<file path="src/rtl/clock_ctrl_pkg.sv">
// Shared types and constants for the clock time/alarm setting controller.
// Field widths and wrap limits match the digital_clock_top datapath.
package clock_ctrl_pkg;

  typedef enum logic [2:0] {
    RUN    = 3'd0,
    T_HOUR = 3'd1,
    T_MIN  = 3'd2,
    T_SEC  = 3'd3,
    A_HOUR = 3'd4,
    A_MIN  = 3'd5,
    A_SEC  = 3'd6
  } ctrl_mode_t;

  localparam int HOUR_W   = 5;
  localparam int MIN_W    = 6;
  localparam int SEC_W    = 6;
  localparam int HOUR_MAX = 23;
  localparam int MIN_MAX  = 59;
  localparam int SEC_MAX  = 59;

  localparam logic [1:0] FLD_HOUR = 2'd0;
  localparam logic [1:0] FLD_MIN  = 2'd1;
  localparam logic [1:0] FLD_SEC  = 2'd2;
  localparam logic [1:0] FLD_NONE = 2'd3;

  // Which edit field a mode addresses; time and alarm modes share fields.
  function automatic logic [1:0] field_of(input logic [2:0] m);
    case (m)
      T_HOUR, A_HOUR: return FLD_HOUR;
      T_MIN,  A_MIN:  return FLD_MIN;
      T_SEC,  A_SEC:  return FLD_SEC;
      default:        return FLD_NONE;
    endcase
  endfunction

endpackage

</file>
<file path="src/rtl/field_step.sv">
// One time field stepped up or down by one with wrap-around at MAX.
// Both or neither direction requested leaves the value unchanged.
module field_step #(
  parameter int W   = 6,
  parameter int MAX = 59
) (
  input  logic [W-1:0] value,
  input  logic         inc,
  input  logic         dec,
  output logic [W-1:0] next_value
);

  always_comb begin
    next_value = value;
    if (inc && !dec) begin
      next_value = (value >= W'(MAX)) ? '0 : value + W'(1);
    end else if (dec && !inc) begin
      next_value = (value == '0 || value > W'(MAX)) ? W'(MAX) : value - W'(1);
    end
  end

endmodule

</file>
<file path="src/rtl/clock_set_controller.sv">
// Front-panel mode controller: edits the running time and the alarm time,
// commits time edits with a one-cycle load pulse and owns the alarm registers.
module clock_set_controller
  import clock_ctrl_pkg::*;
#(
  parameter int TIMEOUT    = 1000,
  parameter int BLINK_HALF = 50
) (
  input  logic              tick,
  input  logic              reset,
  input  logic              btn_mode,
  input  logic              btn_inc,
  input  logic              btn_dec,
  input  logic              btn_alarm,
  input  logic [HOUR_W-1:0] cur_hour,
  input  logic [MIN_W-1:0]  cur_min,
  input  logic [SEC_W-1:0]  cur_sec,
  output logic [HOUR_W-1:0] set_hour,
  output logic [MIN_W-1:0]  set_min,
  output logic [SEC_W-1:0]  set_sec,
  output logic              load,
  output logic [HOUR_W-1:0] alarm_hour,
  output logic [MIN_W-1:0]  alarm_min,
  output logic [SEC_W-1:0]  alarm_sec,
  output logic              alarm_en,
  output logic [2:0]        mode,
  output logic              editing,
  output logic              blink
);

  localparam logic [2:0] ST_RUN    = RUN;
  localparam logic [2:0] ST_T_HOUR = T_HOUR;
  localparam logic [2:0] ST_T_MIN  = T_MIN;
  localparam logic [2:0] ST_T_SEC  = T_SEC;
  localparam logic [2:0] ST_A_HOUR = A_HOUR;
  localparam logic [2:0] ST_A_MIN  = A_MIN;
  localparam logic [2:0] ST_A_SEC  = A_SEC;

  localparam int IDLE_W  = (TIMEOUT > 1)    ? $clog2(TIMEOUT)    : 1;
  localparam int BLINK_W = (BLINK_HALF > 1) ? $clog2(BLINK_HALF) : 1;

  logic [2:0]         mode_q;
  logic [2:0]         mode_d;
  logic               load_d;
  logic               commit_alarm;
  logic               any_btn;
  logic               timed_out;
  logic [1:0]         fsel;
  logic               step_inc;
  logic               step_dec;
  logic [HOUR_W-1:0]  hour_base;
  logic [MIN_W-1:0]   min_base;
  logic [SEC_W-1:0]   sec_base;
  logic [HOUR_W-1:0]  hour_next;
  logic [MIN_W-1:0]   min_next;
  logic [SEC_W-1:0]   sec_next;
  logic [IDLE_W-1:0]  idle_q;
  logic [BLINK_W-1:0] blink_cnt_q;

  assign mode    = mode_q;
  assign editing = (mode_q != ST_RUN);
  assign any_btn = btn_mode | btn_inc | btn_dec | btn_alarm;
  assign fsel    = field_of(mode_q);

  // Mode has priority: a step requested alongside it is dropped.
  assign step_inc = btn_inc & ~btn_mode;
  assign step_dec = btn_dec & ~btn_mode;

  assign timed_out = (mode_q != ST_RUN) && !any_btn &&
                     (idle_q == IDLE_W'(TIMEOUT - 1));

  // During the load cycle set_* still carries the committed time, so edits in
  // A_HOUR that cycle start from the alarm registers being copied in.
  assign hour_base = load ? alarm_hour : set_hour;
  assign min_base  = load ? alarm_min  : set_min;
  assign sec_base  = load ? alarm_sec  : set_sec;

  field_step #(.W(HOUR_W), .MAX(HOUR_MAX)) u_hour_step (
    .value      (hour_base),
    .inc        (step_inc & (fsel == FLD_HOUR)),
    .dec        (step_dec & (fsel == FLD_HOUR)),
    .next_value (hour_next)
  );

  field_step #(.W(MIN_W), .MAX(MIN_MAX)) u_min_step (
    .value      (min_base),
    .inc        (step_inc & (fsel == FLD_MIN)),
    .dec        (step_dec & (fsel == FLD_MIN)),
    .next_value (min_next)
  );

  field_step #(.W(SEC_W), .MAX(SEC_MAX)) u_sec_step (
    .value      (sec_base),
    .inc        (step_inc & (fsel == FLD_SEC)),
    .dec        (step_dec & (fsel == FLD_SEC)),
    .next_value (sec_next)
  );

  always_comb begin
    mode_d       = mode_q;
    load_d       = 1'b0;
    commit_alarm = 1'b0;
    case (mode_q)
      ST_RUN:    if (btn_mode) mode_d = ST_T_HOUR;
      ST_T_HOUR: if (btn_mode) mode_d = ST_T_MIN;
      ST_T_MIN:  if (btn_mode) mode_d = ST_T_SEC;
      ST_T_SEC: begin
        if (btn_mode) begin
          mode_d = ST_A_HOUR;
          load_d = 1'b1;
        end
      end
      ST_A_HOUR: if (btn_mode) mode_d = ST_A_MIN;
      ST_A_MIN:  if (btn_mode) mode_d = ST_A_SEC;
      ST_A_SEC: begin
        if (btn_mode) begin
          mode_d       = ST_RUN;
          commit_alarm = 1'b1;
        end
      end
      default:   mode_d = ST_RUN;
    endcase
    if (timed_out) mode_d = ST_RUN;
  end

  always_ff @(posedge tick) begin
    if (reset) begin
      mode_q      <= ST_RUN;
      load        <= 1'b0;
      set_hour    <= '0;
      set_min     <= '0;
      set_sec     <= '0;
      alarm_hour  <= '0;
      alarm_min   <= '0;
      alarm_sec   <= '0;
      alarm_en    <= 1'b0;
      idle_q      <= '0;
      blink_cnt_q <= '0;
      blink       <= 1'b0;
    end else begin
      mode_q <= mode_d;
      load   <= load_d;

      // The live time is captured only when an edit begins.
      if (mode_q == ST_RUN) begin
        if (btn_mode) begin
          set_hour <= cur_hour;
          set_min  <= cur_min;
          set_sec  <= cur_sec;
        end
      end else begin
        set_hour <= hour_next;
        set_min  <= min_next;
        set_sec  <= sec_next;
      end

      if (commit_alarm) begin
        alarm_hour <= set_hour;
        alarm_min  <= set_min;
        alarm_sec  <= set_sec;
      end

      if (btn_alarm && mode_q == ST_RUN) alarm_en <= ~alarm_en;

      if (mode_d != mode_q || mode_q == ST_RUN || any_btn) begin
        idle_q <= '0;
      end else begin
        idle_q <= idle_q + IDLE_W'(1);
      end

      if (mode_d != mode_q || mode_d == ST_RUN) begin
        blink_cnt_q <= '0;
        blink       <= 1'b0;
      end else if (blink_cnt_q == BLINK_W'(BLINK_HALF - 1)) begin
        blink_cnt_q <= '0;
        blink       <= ~blink;
      end else begin
        blink_cnt_q <= blink_cnt_q + BLINK_W'(1);
      end
    end
  end

endmodule

</file>
<file path="config.mk">
export PLATFORM = sky130hd
export DESIGN_NAME = clock_set_controller
export DESIGN_NICKNAME = d
export VERILOG_FILES = /design/src/rtl/clock_ctrl_pkg.sv /design/src/rtl/field_step.sv /design/src/rtl/clock_set_controller.sv
export SDC_FILE = /design/constraint.sdc
export NUM_CORES = 1
export LEC_CHECK = 0
export ABC_AREA = 0
export CAP_MARGIN = 30
export CORE_ASPECT_RATIO = 0.5
export CORE_MARGIN = 2
export CORE_UTILIZATION = 43
export CTS_CLUSTER_DIAMETER = 50
export DETAILED_ROUTE_END_ITERATION = 7
export GPL_TIMING_DRIVEN = 0
export PLACE_DENSITY = 0.65
export REMOVE_ABC_BUFFERS = 1
export SYNTH_ARGS = -nofsm -noshare
export SYNTH_HDL_FRONTEND = slang
export SYNTH_SLANG_ARGS = --single-unit
export TNS_END_PERCENT = 50
</file>
<file path="constraint.sdc">
create_clock -name tick -period 3.6 [get_ports tick]
set_clock_uncertainty 0.15 [all_clocks]
set_input_delay 0.72 -clock tick [delete_from_list [all_inputs] [get_ports tick]]
set_output_delay 0.72 -clock tick [all_outputs]
set_load 0.03 [all_outputs]
</file>
==> flow_metrics.py <==
metrics = {
    "synthesis": {
        "syn_avg_cell_area_um2": 8.55,
        "synthFlopType": "dfxtp_1",
        "synth-edff-count": 0,
        "yosysTopAreaCell": "dfxtp_1",
        "netlist_instances": 440,
        "synth_warnings": 0,
        "ys_ff_latch": 56,
        "synth.area.top_cells": "dfxtp_1 (30%), a21oi_1 (5.2%), nand2_1 (5.1%)",
        "yosysUniqueCellTypes": 73,
        "ys_async_sr_fraction": 0,
        "yosysTopAreaCellShare": 0.298,
        "syn_area_um2": 3760,
        "ys_seq_area_frac": 0.298,
    },
    "die": {
        "pin_count": 64,
        "core_region_area_um2": 8590,
        "die_h_um": 70.1,
        "rows": 24,
        "dieArea_um2": 9560,
        "start_util": 0.438,
        "fp.dieW_um": 136,
    },
    "sta": {
        "drv_slew": 0,
        "fmax_mhz": 291,
        "finalHoldWorstSlack_ps": 297,
        "grt_setup_unrepaired": "no",
        "min_period_ps": 3440,
        "worst_pin_slew_ps": 877,
        "hold_violations": 0,
        "final-setup-viol-count": 0,
        "relSlewSlack": 0.416,
        "fin_crit_sh": 0.954,
        "fin_tns_setup_ps": 0,
    },
    "min_path": {
        "hp-class": "reg2reg",
        "worstHoldStart": "idle_q[0]$_SDFF_PP0_",
        "hold_path_end": "idle_q[0]$_SDFF_PP0_",
        "hold_depth": 1,
    },
    "finish": {
        "seqCellArea_um2": 1120,
        "num_antenna_cells": 0,
        "finalNetCount": 527,
        "areaGrowthSynthToFinish_pct": 23.1,
        "multi_input_comb_area_um2": 2460,
        "nFillCells": 847,
        "design_area_um2": 4630,
        "fin_util": 0.539,
        "finalNonFillerCells": 610,
        "drive_gt1_frac": 0.110,
    },
    "global_routing": {
        "overflow": 0,
        "met2_usage": 0.311,
        "grt_pass1_vias": 3181,
        "grt_pass1_wl_um": 16100,
        "use_met3": 0.0349,
        "grt_usage": 0.209,
        "grt_antenna_before_repair": 0,
        "grt_max_degree": 41,
        "busiest_layer": "met1",
        "use_met1": 0.317,
    },
    "place": {
        "dp.cells": 602,
        "dp_hpwl_um": 6660,
        "postPlaceCellArea_um2": 4480,
        "place_congestion": 0.832,
        "numPortBuffers": 63,
    },
    "detailed_routing": {
        "routed_wl_um": 9700,
        "ant_nets": 0,
        "dr.pass1.iters": 5,
        "num_vias": 3449,
        "drc_errors": 0,
        "viasPerCell": 5.65,
        "drt_iter0_markers": 201,
        "wire_per_inst_um": 15.9,
    },
    "clock_tree": {
        "htree_levels": 2,
        "cts-resized-gates": 0,
        "cts_tree": "built",
        "cts_made_buffers": 5,
        "clock_sinks": 56,
        "worst_setup_hold_path_clk_slew_ps": 80,
        "postCtsSetupBuffers": 0,
        "cts-hold-fix-buffers": 0,
        "insertion_delay_ps": 300,
        "cts_buffer_depth": 2,
        "cts_root_buf": "clkbuf_16",
    },
    "setup_path": {
        "cp-start-kind": "register",
        "reg2reg_from": "mode[0]$_SDFF_PP0_",
        "r2r_cells": 7,
        "reg2reg_slack_ps": 760,
        "cp-end-kind": "output pin",
        "cp.required_ps": 2730,
        "r2r_end": "idle_q[8]$_SDFF_PP0_",
        "crit_fanout": 18,
        "arrival_ps": 2570,
        "path_class": "reg2out",
    },
    "pwr": {
        "p_per_area_nw_per_um2": 377,
        "peakVddDrop_mv": 0.193,
        "p_leak_nw": 1.60,
    },
    "run": {
        "drv_cap": 0,
    },
    "outcome": {
        "run_status": "complete, no violations",
    },
}
## cells in the mapped netlist (5+ instances only)
library cell	n
nor2_1	34
buf_2	7
mux2_2	6
o21ai_0	11
nand4_1	10
a211oi_1	5
nor3_1	10
nor3b_1	7
nand3_1	12
and3_1	5
a21oi_1	39
xnor2_1	17
a221oi_1	5
nor4_1	6
inv_1	14
xor2_1	6
a31oi_1	8
mux2i_2	10
mux2i_1	18
nand2_1	51
dfxtp_1	56
ha_1	12
clkbuf_1	9
## critical path, stage by stage (launching register included)
cell and delay [ps]:
dfxtp_1 690, nor3_4 180, buf_16 210, inv_1 390
clkdlybuf4s50_1 770
## area by class of cell
class / instances / area share
inverter: 15 / 0.0122
timing repair buffer: 67 / 0.150
multi-input combinational: 347 / 0.531
clock inverter: 3 / 0.00540
tap: 117 / 0.0316
sequential: 56 / 0.242
clock buffer: 5 / 0.0270
## per-stage QoR
step                      worst slack [ps]  total power, mW
after global placement                -821             1.23
after floorplan                        266             1.05
after CTS                              184             1.76
after detailed placement               462             1.24
after global routing                  38.2             1.84
final                                  165             1.75
## worst max path at each step
stage                            start                         to
floorplan              load$_SDFF_PP0_    set_sec[4]$_SDFFE_PP0P_
global placement              btn_mode  alarm_sec[1]$_SDFFE_PP0P_
detailed placement             btn_inc    set_sec[4]$_SDFFE_PP0P_
CTS                 mode[0]$_SDFF_PP0_                    editing
global route        mode[0]$_SDFF_PP0_                    editing
finish              mode[0]$_SDFF_PP0_                    editing
## layout by cell type (no fill, tap or decap), types with 7 or more instances in the layout
| cell | Yosys | layout |
|---|---|---|
| nand2_1 | 51 | 51 |
| mux2i_2 | 10 | 10 |
| xnor2_1 | 17 | 17 |
| nor3b_1 | 7 | 7 |
| inv_1 | 14 | 14 |
| a31oi_1 | 8 | 8 |
| dfxtp_1 | 56 | 55 |
| o21ai_0 | 11 | 11 |
| ha_1 | 12 | 12 |
| mux2i_1 | 18 | 18 |
| a21oi_1 | 39 | 39 |
| clkdlybuf4s50_1 | 0 | 61 |
| nand4_1 | 10 | 10 |
| nand3_1 | 12 | 12 |
| nor3_1 | 10 | 10 |
| nor2_1 | 34 | 34 |
## flip-flops by register name, indices dropped and copies added (netlist names), 3 cells and up
signal,count
set_sec,6
alarm_min,6
idle_q,10
set_hour,5
set_min,6
alarm_hour,5
blink_cnt_q,6
alarm_sec,6
mode,3
## layer usage
metal,part of all wire,up-vias
li1,-,1726
met1,0.52,1652
met2,0.43,67
met3,0.042,4
met4,0.0055,0
met5,0,-
## logic make-up (layout without fill, tap and decap cells)
family                     Yosys count  after routing  share of synthesized area
AOI/OAI and AO/OA                  113            113                      0.212
xor gates and xnor gates            23             23                     0.0535
adders and majority gates           12             12                     0.0399
buffers and inverters               37             90                     0.0495
DFF                                 56             56                      0.298
muxes                               38             38                      0.120
and+or+nand+nor                    161            161                      0.227
## where the power goes
| part | leakage, nW | switching, mW | internal [mW] |
|---|---|---|---|
| Sequential | 0.456 | 0.0483 | 0.650 |
| Clock | 0.0708 | 0.250 | 0.264 |
| Combinational | 1.07 | 0.304 | 0.229 |
Power figures use the tool's default switching activity.
